### src/rtl/rfid_pkg.sv
// Shared definitions for the RFID tag manager.
// FSM state encoding, fill bits of the two reserved UID values,
// and the slot-index width helper.
package rfid_pkg;

  typedef enum logic [2:0] {
    S_IDLE,
    S_START,
    S_WAIT_DONE,
    S_EVAL,
    S_LOOKUP,
    S_LEARN,
    S_REPORT,
    S_WAIT_POLL
  } state_e;

  // Reserved UIDs are all-zeros and all-ones; stored as fill bits so any UID_W works
  localparam logic UID_INVALID_LO = 1'b0;
  localparam logic UID_INVALID_HI = 1'b1;

  function automatic int unsigned idx_w(input int unsigned n);
    return (n > 1) ? $clog2(n) : 1;
  endfunction

endpackage

### src/rtl/rfid_tag_manager_if.sv
// Reader handshake between the tag manager and rc522_controller.
//   reader_start : one-cycle start pulse (manager -> controller)
//   reader_uid   : UID, valid with reader_done (controller -> manager)
//   reader_done  : completion strobe (controller -> manager)
interface rfid_tag_manager_if #(
  parameter int unsigned UID_W = 32
) ();

  logic             reader_start;
  logic [UID_W-1:0] reader_uid;
  logic             reader_done;

  modport master (output reader_start, input reader_uid, input reader_done);
  modport slave  (input reader_start, output reader_uid, output reader_done);

endinterface

### src/rtl/rfid_uid_table.sv
// Registration table of known tag UIDs.
//   clk, rst          : clock, async active-low clear of valid bits
//   i_rd_idx          : scan address -> o_rd_uid_c / o_rd_valid_c
//   i_we/i_wr_idx/uid : enrolment write, sets the slot's valid bit
//   o_first_free_c    : lowest invalid slot, o_full_c when none
module rfid_uid_table
  import rfid_pkg::*;
#(
  parameter int unsigned UID_W    = 32,
  parameter int unsigned NUM_TAGS = 4,
  localparam int unsigned IDX_W   = idx_w(NUM_TAGS)
) (
  input  logic             clk,
  input  logic             rst,
  input  logic [IDX_W-1:0] i_rd_idx,
  output logic [UID_W-1:0] o_rd_uid_c,
  output logic             o_rd_valid_c,
  input  logic             i_we,
  input  logic [IDX_W-1:0] i_wr_idx,
  input  logic [UID_W-1:0] i_wr_uid,
  output logic [IDX_W-1:0] o_first_free_c,
  output logic             o_full_c
);

  logic [UID_W-1:0]    r_mem [NUM_TAGS];
  logic [NUM_TAGS-1:0] r_valid;

  // Only valid bits are cleared; stale data behind an invalid slot is never matched
  always_ff @(posedge clk or negedge rst) begin
    if (!rst)      r_valid <= '0;
    else if (i_we) r_valid[i_wr_idx] <= 1'b1;
  end

  always_ff @(posedge clk) begin
    if (i_we) r_mem[i_wr_idx] <= i_wr_uid;
  end

  assign o_rd_uid_c   = r_mem[i_rd_idx];
  assign o_rd_valid_c = r_valid[i_rd_idx];

  // Priority encoder: descending scan so the lowest free slot wins
  always_comb begin
    o_first_free_c = '0;
    o_full_c       = 1'b1;
    for (int i = int'(NUM_TAGS) - 1; i >= 0; i--) begin
      if (!r_valid[i]) begin
        o_first_free_c = IDX_W'(i);
        o_full_c       = 1'b0;
      end
    end
  end

endmodule

### src/rtl/rfid_tag_manager.sv
// Polls the RC522 controller, confirms UIDs over consecutive reads, matches
// them against the registration table, optionally enrolls, and reports
// tag arrival/removal to the game logic.
//   clk, rst       : clock, async active-low reset
//   enable, learn  : polling enable, enrolment request (sampled in LOOKUP)
//   rdr            : reader handshake (master side)
//   tag_*          : confirmed tag status and event pulses
//   learn_done/full: enrolment result pulses, busy: FSM is active
module rfid_tag_manager
  import rfid_pkg::*;
#(
  parameter int unsigned UID_W          = 32,
  parameter int unsigned NUM_TAGS       = 4,
  parameter int unsigned POLL_CYCLES    = 1000000,
  parameter int unsigned TIMEOUT_CYCLES = 200000,
  parameter int unsigned CONFIRM_READS  = 2,
  localparam int unsigned IDX_W         = idx_w(NUM_TAGS)
) (
  input  logic                clk,
  input  logic                rst,
  input  logic                enable,
  input  logic                learn,
  rfid_tag_manager_if.master  rdr,
  output logic                tag_present,
  output logic                tag_known,
  output logic [IDX_W-1:0]    tag_index,
  output logic [UID_W-1:0]    tag_uid,
  output logic                tag_event,
  output logic                tag_removed,
  output logic                learn_done,
  output logic                learn_full,
  output logic                busy
);

  localparam int unsigned CNT_MAX = (POLL_CYCLES > TIMEOUT_CYCLES) ? POLL_CYCLES : TIMEOUT_CYCLES;
  localparam int unsigned CNT_W   = $clog2(CNT_MAX + 1);
  localparam int unsigned CONF_W  = $clog2(CONFIRM_READS + 1);

  state_e r_state, w_state_nxt;

  logic [CNT_W-1:0]  r_cnt, w_cnt_nxt;
  logic              r_got_done, w_got_done_nxt;
  logic [UID_W-1:0]  r_uid_cap, w_uid_cap_nxt;
  logic [UID_W-1:0]  r_cand, w_cand_nxt;
  logic [CONF_W-1:0] r_conf, w_conf_nxt;
  logic [IDX_W-1:0]  r_scan, w_scan_nxt;
  logic              r_start, w_start_nxt;
  logic              r_present, w_present_nxt;
  logic              r_known, w_known_nxt;
  logic [IDX_W-1:0]  r_index, w_index_nxt;
  logic [UID_W-1:0]  r_tag_uid, w_tag_uid_nxt;
  logic              r_event, w_event_nxt;
  logic              r_removed, w_removed_nxt;
  logic              r_ldone, w_ldone_nxt;
  logic              r_lfull, w_lfull_nxt;
  logic              r_busy, w_busy_nxt;

  logic [UID_W-1:0]  w_tbl_uid;
  logic              w_tbl_valid, w_tbl_full, w_tbl_we;
  logic [IDX_W-1:0]  w_tbl_free;

  logic              w_valid, w_same, w_hit, w_scan_last, w_tmo, w_poll_end, w_present_eval;
  logic [CONF_W-1:0] w_conf_eval;

  rfid_uid_table #(.UID_W(UID_W), .NUM_TAGS(NUM_TAGS)) u_table (
    .clk            (clk),
    .rst            (rst),
    .i_rd_idx       (r_scan),
    .o_rd_uid_c     (w_tbl_uid),
    .o_rd_valid_c   (w_tbl_valid),
    .i_we           (w_tbl_we),
    .i_wr_idx       (w_tbl_free),
    .i_wr_uid       (r_cand),
    .o_first_free_c (w_tbl_free),
    .o_full_c       (w_tbl_full)
  );

  // Read qualification and confirm-count update used by EVAL
  assign w_valid     = r_got_done && (r_uid_cap != {UID_W{UID_INVALID_LO}})
                                  && (r_uid_cap != {UID_W{UID_INVALID_HI}});
  assign w_same      = (r_uid_cap == r_cand);
  assign w_conf_eval = !w_valid ? '0 :
                       !w_same  ? CONF_W'(1) :
                       (r_conf == CONF_W'(CONFIRM_READS)) ? r_conf : r_conf + CONF_W'(1);
  // A present tag survives EVAL only if the same UID was read again
  assign w_present_eval = r_present && w_valid && w_same;
  assign w_hit       = w_tbl_valid && (w_tbl_uid == r_cand);
  assign w_scan_last = (r_scan == IDX_W'(NUM_TAGS - 1));
  assign w_tmo       = (r_cnt == CNT_W'(TIMEOUT_CYCLES - 1));
  assign w_poll_end  = (r_cnt == CNT_W'(POLL_CYCLES - 1));

  // State register
  always_ff @(posedge clk or negedge rst) begin
    if (!rst) r_state <= S_IDLE;
    else      r_state <= w_state_nxt;
  end

  // Next-state logic
  always_comb begin
    w_state_nxt = r_state;
    case (r_state)
      S_IDLE:      if (enable) w_state_nxt = S_START;
      S_START:     w_state_nxt = S_WAIT_DONE;
      S_WAIT_DONE: if (rdr.reader_done || w_tmo) w_state_nxt = S_EVAL;
      S_EVAL:      w_state_nxt = (w_valid && (w_conf_eval == CONF_W'(CONFIRM_READS)) && !w_present_eval)
                                 ? S_LOOKUP : S_WAIT_POLL;
      S_LOOKUP:    if (w_hit)            w_state_nxt = S_REPORT;
                   else if (w_scan_last) w_state_nxt = learn ? S_LEARN : S_REPORT;
      S_LEARN:     w_state_nxt = S_REPORT;
      S_REPORT:    w_state_nxt = S_WAIT_POLL;
      S_WAIT_POLL: if (!enable)          w_state_nxt = S_IDLE;
                   else if (w_poll_end)  w_state_nxt = S_START;
      default:     w_state_nxt = S_IDLE;
    endcase
  end

  // Output / datapath next values; Moore-style outputs use look-ahead on w_state_nxt
  always_comb begin
    w_got_done_nxt = r_got_done;
    w_uid_cap_nxt  = r_uid_cap;
    w_cand_nxt     = r_cand;
    w_conf_nxt     = r_conf;
    w_scan_nxt     = r_scan;
    w_present_nxt  = r_present;
    w_known_nxt    = r_known;
    w_index_nxt    = r_index;
    w_tag_uid_nxt  = r_tag_uid;
    w_event_nxt    = 1'b0;
    w_removed_nxt  = 1'b0;
    w_ldone_nxt    = 1'b0;
    w_lfull_nxt    = 1'b0;
    w_tbl_we       = 1'b0;
    w_start_nxt    = (w_state_nxt == S_START);
    w_busy_nxt     = !(w_state_nxt inside {S_IDLE, S_WAIT_POLL});
    w_cnt_nxt      = ((w_state_nxt == r_state) && (r_state inside {S_WAIT_DONE, S_WAIT_POLL}))
                     ? r_cnt + CNT_W'(1) : '0;

    case (r_state)
      S_START: w_got_done_nxt = 1'b0;
      S_WAIT_DONE: begin
        if (rdr.reader_done) begin
          w_got_done_nxt = 1'b1;
          w_uid_cap_nxt  = rdr.reader_uid;
        end
      end
      S_EVAL: begin
        w_conf_nxt = w_conf_eval;
        w_scan_nxt = '0;
        if (w_valid && !w_same) w_cand_nxt = r_uid_cap;
        if (r_present && !w_present_eval) begin
          w_removed_nxt = 1'b1;
          w_present_nxt = 1'b0;
          w_known_nxt   = 1'b0;
        end
      end
      S_LOOKUP: begin
        if (w_hit) begin
          w_known_nxt = 1'b1;
          w_index_nxt = r_scan;
        end else if (w_scan_last) begin
          if (!learn) begin
            w_known_nxt = 1'b0;
            w_index_nxt = '0;
          end
        end else begin
          w_scan_nxt = r_scan + IDX_W'(1);
        end
      end
      S_LEARN: begin
        if (!w_tbl_full) begin
          w_tbl_we    = 1'b1;
          w_ldone_nxt = 1'b1;
          w_known_nxt = 1'b1;
          w_index_nxt = w_tbl_free;
        end else begin
          w_lfull_nxt = 1'b1;
          w_known_nxt = 1'b0;
          w_index_nxt = '0;
        end
      end
      default: ;
    endcase

    if (w_state_nxt == S_REPORT) begin
      w_present_nxt = 1'b1;
      w_tag_uid_nxt = r_cand;
      w_event_nxt   = 1'b1;
    end
  end

  // Datapath and output registers
  always_ff @(posedge clk or negedge rst) begin
    if (!rst) begin
      r_cnt      <= '0;
      r_got_done <= 1'b0;
      r_uid_cap  <= '0;
      r_cand     <= '0;
      r_conf     <= '0;
      r_scan     <= '0;
      r_start    <= 1'b0;
      r_present  <= 1'b0;
      r_known    <= 1'b0;
      r_index    <= '0;
      r_tag_uid  <= '0;
      r_event    <= 1'b0;
      r_removed  <= 1'b0;
      r_ldone    <= 1'b0;
      r_lfull    <= 1'b0;
      r_busy     <= 1'b0;
    end else begin
      r_cnt      <= w_cnt_nxt;
      r_got_done <= w_got_done_nxt;
      r_uid_cap  <= w_uid_cap_nxt;
      r_cand     <= w_cand_nxt;
      r_conf     <= w_conf_nxt;
      r_scan     <= w_scan_nxt;
      r_start    <= w_start_nxt;
      r_present  <= w_present_nxt;
      r_known    <= w_known_nxt;
      r_index    <= w_index_nxt;
      r_tag_uid  <= w_tag_uid_nxt;
      r_event    <= w_event_nxt;
      r_removed  <= w_removed_nxt;
      r_ldone    <= w_ldone_nxt;
      r_lfull    <= w_lfull_nxt;
      r_busy     <= w_busy_nxt;
    end
  end

  assign rdr.reader_start = r_start;
  assign tag_present      = r_present;
  assign tag_known        = r_known;
  assign tag_index        = r_index;
  assign tag_uid          = r_tag_uid;
  assign tag_event        = r_event;
  assign tag_removed      = r_removed;
  assign learn_done       = r_ldone;
  assign learn_full       = r_lfull;
  assign busy             = r_busy;

endmodule

### src/flat_wrapper.sv
// flat-port wrapper written by rule: the top's interface ports become plain ports
module rfid_tag_manager_flat import rfid_pkg::*;
#(
  parameter int unsigned UID_W          = 32,
  parameter int unsigned NUM_TAGS       = 4,
  parameter int unsigned POLL_CYCLES    = 1000000,
  parameter int unsigned TIMEOUT_CYCLES = 200000,
  parameter int unsigned CONFIRM_READS  = 2,
  localparam int unsigned IDX_W         = idx_w(NUM_TAGS)
)
  (clk, rst, enable, learn, tag_present, tag_known, tag_index, tag_uid, tag_event, tag_removed, learn_done, learn_full, busy, rdr_reader_start, rdr_reader_uid, rdr_reader_done);
  rfid_tag_manager_if #(.UID_W(UID_W)) rdr_i ();
  input  logic clk;
  input  logic rst;
  input  logic enable;
  input  logic learn;
  output logic tag_present;
  output logic tag_known;
  output logic [IDX_W-1:0] tag_index;
  output logic [UID_W-1:0] tag_uid;
  output logic tag_event;
  output logic tag_removed;
  output logic learn_done;
  output logic learn_full;
  output logic busy;
  output wire logic [$bits(rdr_i.reader_start)-1:0] rdr_reader_start;
  input wire logic [$bits(rdr_i.reader_uid)-1:0] rdr_reader_uid;
  input wire logic [$bits(rdr_i.reader_done)-1:0] rdr_reader_done;
  assign rdr_reader_start = rdr_i.reader_start;
  assign rdr_i.reader_uid = rdr_reader_uid;
  assign rdr_i.reader_done = rdr_reader_done;
  rfid_tag_manager #(.UID_W(UID_W), .NUM_TAGS(NUM_TAGS), .POLL_CYCLES(POLL_CYCLES), .TIMEOUT_CYCLES(TIMEOUT_CYCLES), .CONFIRM_READS(CONFIRM_READS)) u_core (.clk(clk), .rst(rst), .enable(enable), .learn(learn), .rdr(rdr_i), .tag_present(tag_present), .tag_known(tag_known), .tag_index(tag_index), .tag_uid(tag_uid), .tag_event(tag_event), .tag_removed(tag_removed), .learn_done(learn_done), .learn_full(learn_full), .busy(busy));
endmodule
### config.mk
export PLATFORM = sky130hd
export DESIGN_NAME = rfid_tag_manager_flat
export DESIGN_NICKNAME = d
export VERILOG_FILES = /design/src/rtl/rfid_pkg.sv /design/src/rtl/rfid_tag_manager_if.sv /design/src/rtl/rfid_uid_table.sv /design/src/rtl/rfid_tag_manager.sv /design/src/flat_wrapper.sv
export SDC_FILE = /design/constraint.sdc
export NUM_CORES = 1
export LEC_CHECK = 0
export BUFFER_PORTS_ARGS = -buffer_cell sky130_fd_sc_hd__buf_2
export CORE_ASPECT_RATIO = 2
export CORE_MARGIN = 2
export CORE_UTILIZATION = 60
export DETAILED_ROUTE_END_ITERATION = 10
export PLACE_DENSITY = 0.79
export SETUP_SLACK_MARGIN = 0.2
export SLEW_MARGIN = 5
export SYNTH_ARGS = -nofsm -noshare
export SYNTH_HDL_FRONTEND = slang
export SYNTH_HIERARCHICAL = 1
export SYNTH_SLANG_ARGS = --single-unit
export TNS_END_PERCENT = 10
### constraint.sdc
create_clock -name clk -period 6.5 [get_ports clk]
set_input_delay 0.975 -clock clk [delete_from_list [all_inputs] [get_ports clk]]
set_output_delay 0.975 -clock clk [all_outputs]
set_load 0.01 [all_outputs]
; ---- Word level (Yosys, flattened, before mapping)
; Memory sizes are Yosys's and may differ from the RTL's.
; Cells that the tools add are included.
; Widths: inputs -> output; s select.
[classes]
n_div = 0
order_cmp = 3
reduce_logical = 33
multipliers = 0
n_mux = 51
n_shift = 0
add_sub_neg = 3
bitwise = 1
n_eq_ne = 25
[op_table]
columns = op, count
row1 = $eq 32x32->1, 2
row2 = $ne 32x32->1 const B, 1
row3 = $reduce_bool 32->1, 1
row4 = $mux 2, 15
row5 = $pmux 3 s8, 1
row6 = $mux 1, 22
row7 = $add 20x1->20 const B, 1
row8 = $eq 20x18->1 const B, 1
row9 = $eq 20x20->1 const B, 1
row10 = $mux 20, 1
row11 = $eq 3x3->1 const B, 6
row12 = $mux 3, 6
row13 = $reduce_bool 2->1, 7
row14 = $logic_and 1x1->1, 11
row15 = $pmux 2 s2, 2
row16 = $reduce_and 2->1, 4
row17 = $eq 2x2->1 const B, 3
row18 = $eq 3x1->1 const B, 2
row19 = $eq 3x2->1 const B, 2
row20 = $logic_not 3->1, 2
row21 = $lt 2x3->1 const B, 2
row22 = $ne 2x2->1 const B, 3
row23 = $reduce_and 3->1, 2
row24 = $add 2x1->2 const B, 2
row25 = other kinds (14), 16
[word_totals]
latchBits = 0
mem_count = 1
romBits = 0
reg_bits = 138
mem_bits_rw = 128
[memory_table]
columns = memory, depth, width, rd, rd_ports_with_merged_regs, write_ports, line
row1 = u_core.u_table.r_mem, 4, 32, 1, 0, 1, rfid_uid_table.sv:25  ; logic [UID_W-1:0] r_mem [NUM_TAGS];

; ---- Logic depth before layout (Yosys ltp)
; Gate-level depths: netlist of the first run.
[logic_depth]
ltp_word = 12
ltp_mapped = 12
mapped_depth_nobuf = 8

; ---- By module
; The synthesis of the first run kept the hierarchy.
[by_module_without_submodules]
columns = mod, cells_per_inst, instances, area_each_um2
row1 = rfid_tag_manager, 502, 1, 6283.5
row2 = rfid_uid_table, 188, 1, 4875.9

; ---- Least setup slack after synthesis of the first run
; No wires, ideal clock.
[synth_path]
kind = flip-flop to flip-flop
from = register u_core.r_state[2]
to = memory u_core.u_table.r_mem[0][0], enable pin
path_buffers = 0
stages_incl_launch_ff = 5
setup_time_ps = 469
period_less_slack_ps = 3950
path_slack_ps = 2550
arrival_ps = 3481
path_cell_list = dfrtp_1 nor2b_2 nand2_1 nor2_1 nor3b_1
[synth_via]
elab_chain_cells = 4
[synth_lines]
columns = element, line
row1 = start: declaration, rfid_tag_manager.sv:39  ; state_e r_state, w_state_nxt;
row2 = start signal: assignment, rfid_tag_manager.sv:95  ; else r_state <= w_state_nxt;
row3 = $eq 3x3->1, n/a
row4 = $mux 1, n/a
row5 = via u_core.w_ldone_nxt, rfid_tag_manager.sv:54  ; logic r_ldone, w_ldone_nxt;
row6 = $mux 1, rfid_uid_table.sv:35  ; if (i_we) r_mem[i_wr_idx] <= i_wr_uid;
row7 = $mux 1 (implied by the code), rfid_uid_table.sv:35
row8 = end: declaration, rfid_uid_table.sv:25
; The timed path passes the listed nets, and every way through them passes these cells.

; ---- Final worst setup path of the first run
[layout_path]
from = register u_core.r_scan[0]
to = register u_core.r_tag_uid[5] (netlist: u_core/tag_uid[5])
[layout_via]
elab_chain_cells = 6
[layout_lines]
columns = element, line
row1 = start: declaration, rfid_tag_manager.sv:46  ; logic [IDX_W-1:0] r_scan, w_scan_nxt;
row2 = start signal: assignment, rfid_tag_manager.sv:216  ; r_scan <= w_scan_nxt;
row3 = $mem_v2 4x32, n/a
row4 = via u_core.w_tbl_uid[20], rfid_tag_manager.sv:58  ; logic [UID_W-1:0] w_tbl_uid;
row5 = $eq 32x32->1, rfid_tag_manager.sv:87  ; assign w_hit = w_tbl_valid && (w_tbl_uid == r_cand);
row6 = $logic_and 1x1->1, rfid_tag_manager.sv:87
row7 = $mux 3, rfid_tag_manager.sv:107  ; S_LOOKUP: if (w_hit) w_state_nxt = S_REPORT;
row8 = $pmux 3 s8, rfid_tag_manager.sv:101  ; case (r_state)
row9 = $eq 3x3->1, rfid_tag_manager.sv:184  ; if (w_state_nxt == S_REPORT) begin
row10 = end signal: assignment, rfid_tag_manager.sv:221  ; r_tag_uid <= w_tag_uid_nxt;
row11 = end: declaration, rfid_tag_manager.sv:51  ; logic [UID_W-1:0] r_tag_uid, w_tag_uid_nxt;
; The timed path passes the listed nets, and every way through them passes these cells. The select of a mux whose other input is x is not followed.
; A chain may end at the register's enable or synchronous reset.

==> metrics.txt, run 1 <==
DR iter-0 viols 444; Max IR drop VDD 364 uV; Antenna Cells 0; Rows 70; Avg WL per Cell 23.3 um; CTS resizes 0; crit path DAT 4.48 ns; Synth Flop Type dfrtp_1; CP startpoint kind register; status finished, final reports clean; worst min-delay path class in -> async; Vias/cell 6.21; vias 6294; sequential area share after synthesis 0.654; root buf cell clkbuf_16; Area Growth Syn to Fin 11.4%; Final Net Count 821; crit-path leading delay family simple AND/OR/NAND/NOR gates; share of the synthesized area in the top cell type 0.344; YS warnings 6; H-tree depth 1; r2r endpoint u_core/tag_uid[5]$_DFFE_PN0N_; post-synthesis cell count 690; Crit Path Class reg -> reg; pin count of the biggest net entering global routing 81; normalized max-slew margin 0.317; Slowest-stage cell, CP dfrtp_2; Clock Skew 0.0168 ns; first-pass GRT wire length 37100 um; final slew viol count 0; setup TNS 0 ns; delay of the slowest critical-path stage 0.90 ns; Multi-input gate area 3640 um^2; most frequent cells after synthesis dfrtp_1 (138), edfxtp_1 (128), mux2_2 (93); Slew @ Worst Pin 1.03 ns; I/O pin total 79; clk slew on worst S/H paths 0.07 ns; Fin. Hold Viols 0; DRC errors left 0; gr ovfl total 0; Syn Nets 730; CTS buffer count 23; clock tree sinks 266; share of cells above drive strength 1 0.330; die footprint 19800 um^2; WP data required 6.89 ns; Pwr Density 474 nW/um^2; Setup Fix Bufs, Post-CTS 0; Post-synth EDFFs 128; Starting Density 0.613; DRT Wirelength 23600 um; final worst path period share 0.630; Worst Setup Slack, final 2.41 ns; routability cong. 0.862; area leader, netlist edfxtp_1; crit end category register; top-count cell post-synth dfrtp_1; CTS tree done; deepest clock path buffer count 3; iteration count of the initial detailed-routing pass 5; Leak 4.85 nW; IO buf count 78; Final ANT Viol Nets 0; synthesized area 11200 um^2; worst-path cell chain mux4_2, xor2_1, nor4_1, nand4_1, nor3_2, o31a_4, mux2_2; DIE WIDTH 100 um; RSZ-0062 raised after global routing no; Distinct cells, synth 52; ys async rst share 0.519; worst reg2reg setup slack 2.41 ns; Setup Slack @ Placement 2.36 ns; FF+latch count, synth 266; Total GRT Usage 0.248; Peak Freq 244 MHz; final setup violation count 0; CTS Hold Bufs 0; die height 197 um; Post-DP HPWL 16200 um; FILL cells 1230; CP max FO 39; number of global-route vias before repair 6743; Reg-to-Reg Start u_core/r_scan[0]$_DFFE_PN0P_; CP startpoint u_core/r_scan[0]$_DFFE_PN0P_; Clk Latency, worst-skew pair 0.52 ns; R2R depth 7; Final Critical Period 4.09 ns; initial antenna violation count 0; core area 18200 um^2; Buf/Inv on CP 0; Mean Syn Cell Area 16.2 um^2; top cells by area, synth edfxtp_1 (34%), dfrtp_1 (31%), mux2_2 (9.4%); FF/Latch Area 7300 um^2; number of max-cap violations 0
==> worst max path at each step <==
stage | end | slack [ns] | depth (start not counted)
floorplan | u_core/u_table/r_mem[0][0]$_DFFE_PP_ | 2.55 | 4
detailed placement | u_core/tag_uid[5]$_DFFE_PN0N_ | 2.36 | 7
CTS | u_core/tag_uid[5]$_DFFE_PN0N_ | 2.34 | 7
global route | u_core/tag_uid[7]$_DFFE_PN0N_ | 2.10 | 8
global placement | u_core/tag_uid[4]$_DFFE_PN0N_ | 2.46 | 7
finish | u_core/tag_uid[5]$_DFFE_PN0N_ | 2.41 | 7
==> per-stage QoR <==
stage	util	std cells	hold WS [ns]	power, W	cell area (um^2)
finish	0.683	1014	0.435	0.00589	12400
global route	0.683	1014	0.468	0.00616	12400
CTS	0.683	1014	0.447	0.00591	12400
detailed placement	0.643	972	0.489	0.00459	11700
global placement	0.643	972	0.468	0.00450	11700
floorplan	-	690	0.455	0.00399	11200
==> flip-flops by register name, indices dropped and copies added, names as in the netlist <==
register                 count
u_core/tag_present           1
u_core/learn_full            1
u_core/busy                  1
u_core/r_got_done            1
u_core/tag_index             2
u_core/r_scan                2
u_core/rdr.reader_start      1
u_core/tag_removed           1
u_core/r_conf                2
u_core/tag_known             1
u_core/r_uid_cap            32
u_core/tag_event             1
u_core/u_table/r_mem       128
u_core/r_cand               32
u_core/tag_uid              32
u_core/r_state               3
u_core/r_cnt                20
u_core/u_table/r_valid       4
u_core/learn_done            1
==> power by group <==
part	switching, W	internal [W]	leakage, nW	total, W
clock	0.000598	0.000719	0.364	0.00132
sequential	0.000632	0.00233	2.87	0.00296
combinational	0.000774	0.000835	1.62	0.00161
==> per-layer routing <==
layer	GRT usage	vias up	wire [um]
li1	-	2782	-
met1	0.297	3246	8470
met2	0.452	203	13200
met3	0.0262	63	953
met4	0.0994	0	1010
met5	0	-	0
==> layout by cell type, fill, tap and decap left out, types with 3 or more instances in the layout <==
| master | instances |
|---|---|
| dfrtp_1 | 137 |
| edfxtp_1 | 128 |
| mux2_2 | 93 |
| buf_2 | 77 |
| xor2_1 | 76 |
| nor2_1 | 32 |
| mux4_2 | 30 |
| nor4_1 | 27 |
| clkbuf_16 | 25 |
| nand4_1 | 18 |
| nand2_1 | 15 |
| nand3_1 | 14 |
| a21oi_1 | 11 |
| buf_4 | 10 |
| o21ai_0 | 8 |
| nor2b_1 | 7 |
| clkinv_2 | 6 |
| inv_1 | 6 |
| xnor2_1 | 6 |
| or2_2 | 6 |
| nor3_1 | 5 |
| and3_1 | 5 |
| clkbuf_1 | 4 |
| and2_1 | 3 |
| mux2_4 | 3 |
| ha_1 | 3 |
| mux4_1 | 3 |
==> cell families (layout without fill, tap and decap cells) <==
family | Yosys count | count (layout) | synth area share
muxes | 130 | 130 | 0.166
xor gates and xnor gates | 82 | 82 | 0.0644
buffers and inverters | 28 | 136 | 0.0202
adders and majority gates | 3 | 3 | 0.00336
DFF | 266 | 266 | 0.654
AOI/OAI and AO/OA | 34 | 34 | 0.0197
and+or+nand+nor | 147 | 147 | 0.0720
==> area by class of cell <==
cell class                      instances  area share
Clock buffer                           30      0.0526
Clock inverter                         12     0.00594
Inverter                                6     0.00181
Multi-Input combinational cell        396       0.293
Sequential cell                       266       0.587
Tap cell                              216      0.0217
Timing Repair Buffer                   88      0.0379
No activity file was read; power rests on OpenSTA's default activity.
==> run 2, diff against run 1 <==
ABC_AREA = 1   (was default)
CORE_UTILIZATION = 55   (was 60)
PLACE_DENSITY = 0.76   (was 0.79)
clock period = 3.65 ns   (was 6.5 ns; I/O delays follow)
==> run 2 against run 1 <==
Compared with the run above: flip-flop and latch count unchanged; clock power increased by 92%; global-route usage decreased by 1.2 points; highest routed layer unchanged; die area increased by 21%; first-iteration DRC count increased by 86%; synthesized area increased by 12%; via count increased by 50%; setup slack got worse by 2.0 ns; sequential power increased by 67%; hold slack got worse by 0.38 ns; sequential share of layout area decreased by 6.3 points; critical path depth increased by 9.
==> metrics.txt, run 2 <==
DRC errors left 0 (unchanged); pin count of the biggest net entering global routing 84 (+3.7%); CTS Hold Bufs 0 (unchanged); sequential area share after synthesis 0.585 (-0.0689); Final Critical Period 3.20 ns (-0.889 ns); Max IR drop VDD 654 uV (+80%); die footprint 24000 um^2 (+21%); YS warnings 6 (unchanged); Post-DP HPWL 18500 um (+14%); WP data required 4.08 ns (-2.81 ns); Leak 6.70 nW (+38%); Final ANT Viol Nets 0 (unchanged); share of cells above drive strength 1 0.144 (-0.186); Clk pwr share 0.226 (+0.002); first-pass GRT wire length 46100 um (+24%); most frequent cells after synthesis nand2_1 (418), inv_1 (207), dfrtp_1 (138); WHS 0.0591 ns (-0.376 ns); final instance area 13900 um^2 (+12%); area post-placement 13100 um^2 (+12%); commonest non-fill, non-tap cell in the layout nand2_1; CP max FO 34 (-13%); Syn Nets 1455 (+99%); iteration count of the initial detailed-routing pass 7 (+2); CTS buffer count 23 (unchanged); H-tree depth 1 (unchanged); sw power 0.00435 W (+120%); IO buf count 78 (unchanged); routability cong. 0.887 (+2.9%); area leader, netlist edfxtp_1; Fin. Hold Viols 0 (unchanged); Rows 78 (+11%); Reg with most FFs u_core/u_table/r_mem; status finished, final reports clean; Vias/cell 5.28 (-15%); max FFs per register 128 (unchanged); die height 217 um (+10%); core area 22400 um^2 (+23%); final worst path period share 0.878 (+0.248); Slew @ Worst Pin 1.14 ns (+0.115 ns); final slew viol count 0 (unchanged); deepest clock path buffer count 3 (unchanged); synthesized area 12500 um^2 (+12%); Antenna Cells 0 (unchanged); crit path DAT 3.64 ns (-0.84 ns); RSZ-0062 raised after global routing no; number of max-cap violations 0 (unchanged); setup TNS 0 ns (unchanged); vias 9448 (+50%); Clock Skew 0.0154 ns (-0.00147 ns); Peak Freq 312 MHz (+28%); ys async rst share 0.519 (unchanged); commonest non-fill, non-tap cells in the layout nand2_1 (417), inv_1 (207), dfrtp_1 (137), edfxtp_1 (128), nor2_1 (112); Flop pwr share 0.440 (-0.063); clk slew on worst S/H paths 0.06 ns (about the same); FILL cells 1862 (+51%); top-count cell post-synth nand2_1; crit end category register; Avg WL per Cell 15.8 um (-32%); post-synthesis cell count 1415 (+110%); Distinct cells, synth 37 (-29%); Post-synth EDFFs 128 (unchanged); Mean Syn Cell Area 8.82 um^2 (-45%); I/O pin total 79 (unchanged); Clk Latency, worst-skew pair 0.52 ns (about the same); gr ovfl total 0 (unchanged); Pwr Density 804 nW/um^2 (+70%); DR iter-0 viols 828 (+86%); Worst Setup Slack, final 0.445 ns (-1.96 ns); Area Growth Syn to Fin 11.6%; Crit Path Class reg -> reg; share of the synthesized area in the top cell type 0.308 (-0.0363); initial antenna violation count 0 (unchanged); Synth Flop Type dfrtp_1; switch share 0.389 (+0.0488); normalized max-slew margin 0.237 (-0.0793); DIE WIDTH 110 um (+10%); Final Net Count 1532 (+87%); root buf cell clkbuf_16; worst min-delay path class in -> async; Starting Density 0.556 (-0.0568); CTS tree done; CP startpoint kind register; Int Power 0.00684 W (+76%); number of global-route vias before repair 9256 (+37%); Setup Slack @ Placement 0.358 ns (-2.01 ns); Total GRT Usage 0.237 (-0.0115); clock tree sinks 266 (unchanged); top cells by area, synth edfxtp_1 (31%), dfrtp_1 (28%), nand2_1 (13%); FF+latch count, synth 266 (unchanged); DRT Wirelength 28300 um (+20%); final setup violation count 0 (unchanged); Comb power frac 0.334 (+0.061)
## run 2: stage by stage
step | power [W] | instances | utilization
final | 0.0112 | 1788 | 0.620
after global routing | 0.0119 | 1788 | 0.620
after CTS | 0.0112 | 1787 | 0.620
after detailed placement | 0.00863 | 1746 | 0.585
after global placement | 0.00844 | 1746 | 0.585
after floorplan | 0.00744 | 1415 | -
## run 2: worst paths after layout
check	from	endpoint	slack, ns	cells after the start
worst max-delay path	u_core/r_scan[0]$_DFFE_PN0P_	u_core/tag_index[0]$_DFFE_PN0P_	0.45	16
worst min-delay path	rst	u_core/r_cnt[8]$_DFF_PN0_	0.06	1
worst max register to register	u_core/r_scan[0]$_DFFE_PN0P_	u_core/tag_index[0]$_DFFE_PN0P_	0.45	16
worst min register to register	u_core/tag_uid[1]$_DFFE_PN0N_	u_core/tag_uid[1]$_DFFE_PN0N_	0.48	2
max in group asynchronous	rst	u_core/tag_uid[25]$_DFFE_PN0N_	2.76	2
min in group clk	rdr_reader_uid[6]	u_core/r_uid_cap[6]$_DFFE_PN0P_	0.27	3
## run 2: cell type report
| type | instances | area [um^2] | share of cell area |
|---|---|---|---|
| Multi-Input combinational cell | 863 | 4010 | 0.288 |
| Tap cell | 280 | 350 | 0.0252 |
| Inverter | 244 | 917 | 0.0659 |
| Clock buffer | 35 | 746 | 0.0535 |
| Clock inverter | 6 | 53.8 | 0.00386 |
| Sequential cell | 266 | 7300 | 0.524 |
| Timing Repair Buffer | 94 | 554 | 0.0398 |
## run 2: what timing repair did
item,CTS,global route
gates resized for setup,0,0
setup endpoints to repair,0,18
setup buffers,0,0
## run 2: cell families (layout without fill, tap and decap cells)
kind of cell,Yosys count,in the layout,share of synthesized area
and+or+nand+nor,700,701,0.236
buffers and inverters,287,379,0.0953
DFF,266,266,0.585
AOI/OAI and AO/OA,112,112,0.0481
xor gates and xnor gates,47,47,0.0330
adders and majority gates,3,3,0.00301
## run 2: power by group through the flow
stage	clock network [W]	registers, W	logic (W)
after global routing	0.00269	0.00504	0.00422
final	0.00253	0.00493	0.00374
after global placement	0	0.00491	0.00353
after detailed placement	0	0.00496	0.00367
after floorplan	0	0.00481	0.00264
after CTS	0.00258	0.00491	0.00370
## run 2: metal layers
layer | part of all wire | wire, um | vias to the layer above | GRT usage
li1 | - | - | 4571 | -
met1 | 0.41 | 11600 | 4428 | 0.309
met2 | 0.49 | 13900 | 385 | 0.406
met3 | 0.067 | 1890 | 64 | 0.0276
met4 | 0.035 | 990 | 0 | 0.0929
met5 | 0 | 0 | - | 0
## run 2: worst max-delay path: stages (launching register included)
cell and delay [ns]:
dfrtp_2 0.43, inv_2 0.26, buf_12 0.23, nand2_1 0.07, nand3_1 0.07, nand2_1 0.07
xnor2_1 0.23, nand2_1 0.09, nor2_1 0.15, nand2_1 0.07, nor2_1 0.18, nand3_2 0.18
a21oi_2 0.34, nor2_4 0.21, inv_2 0.25, nor2_1 0.10, a31oi_1 0.17
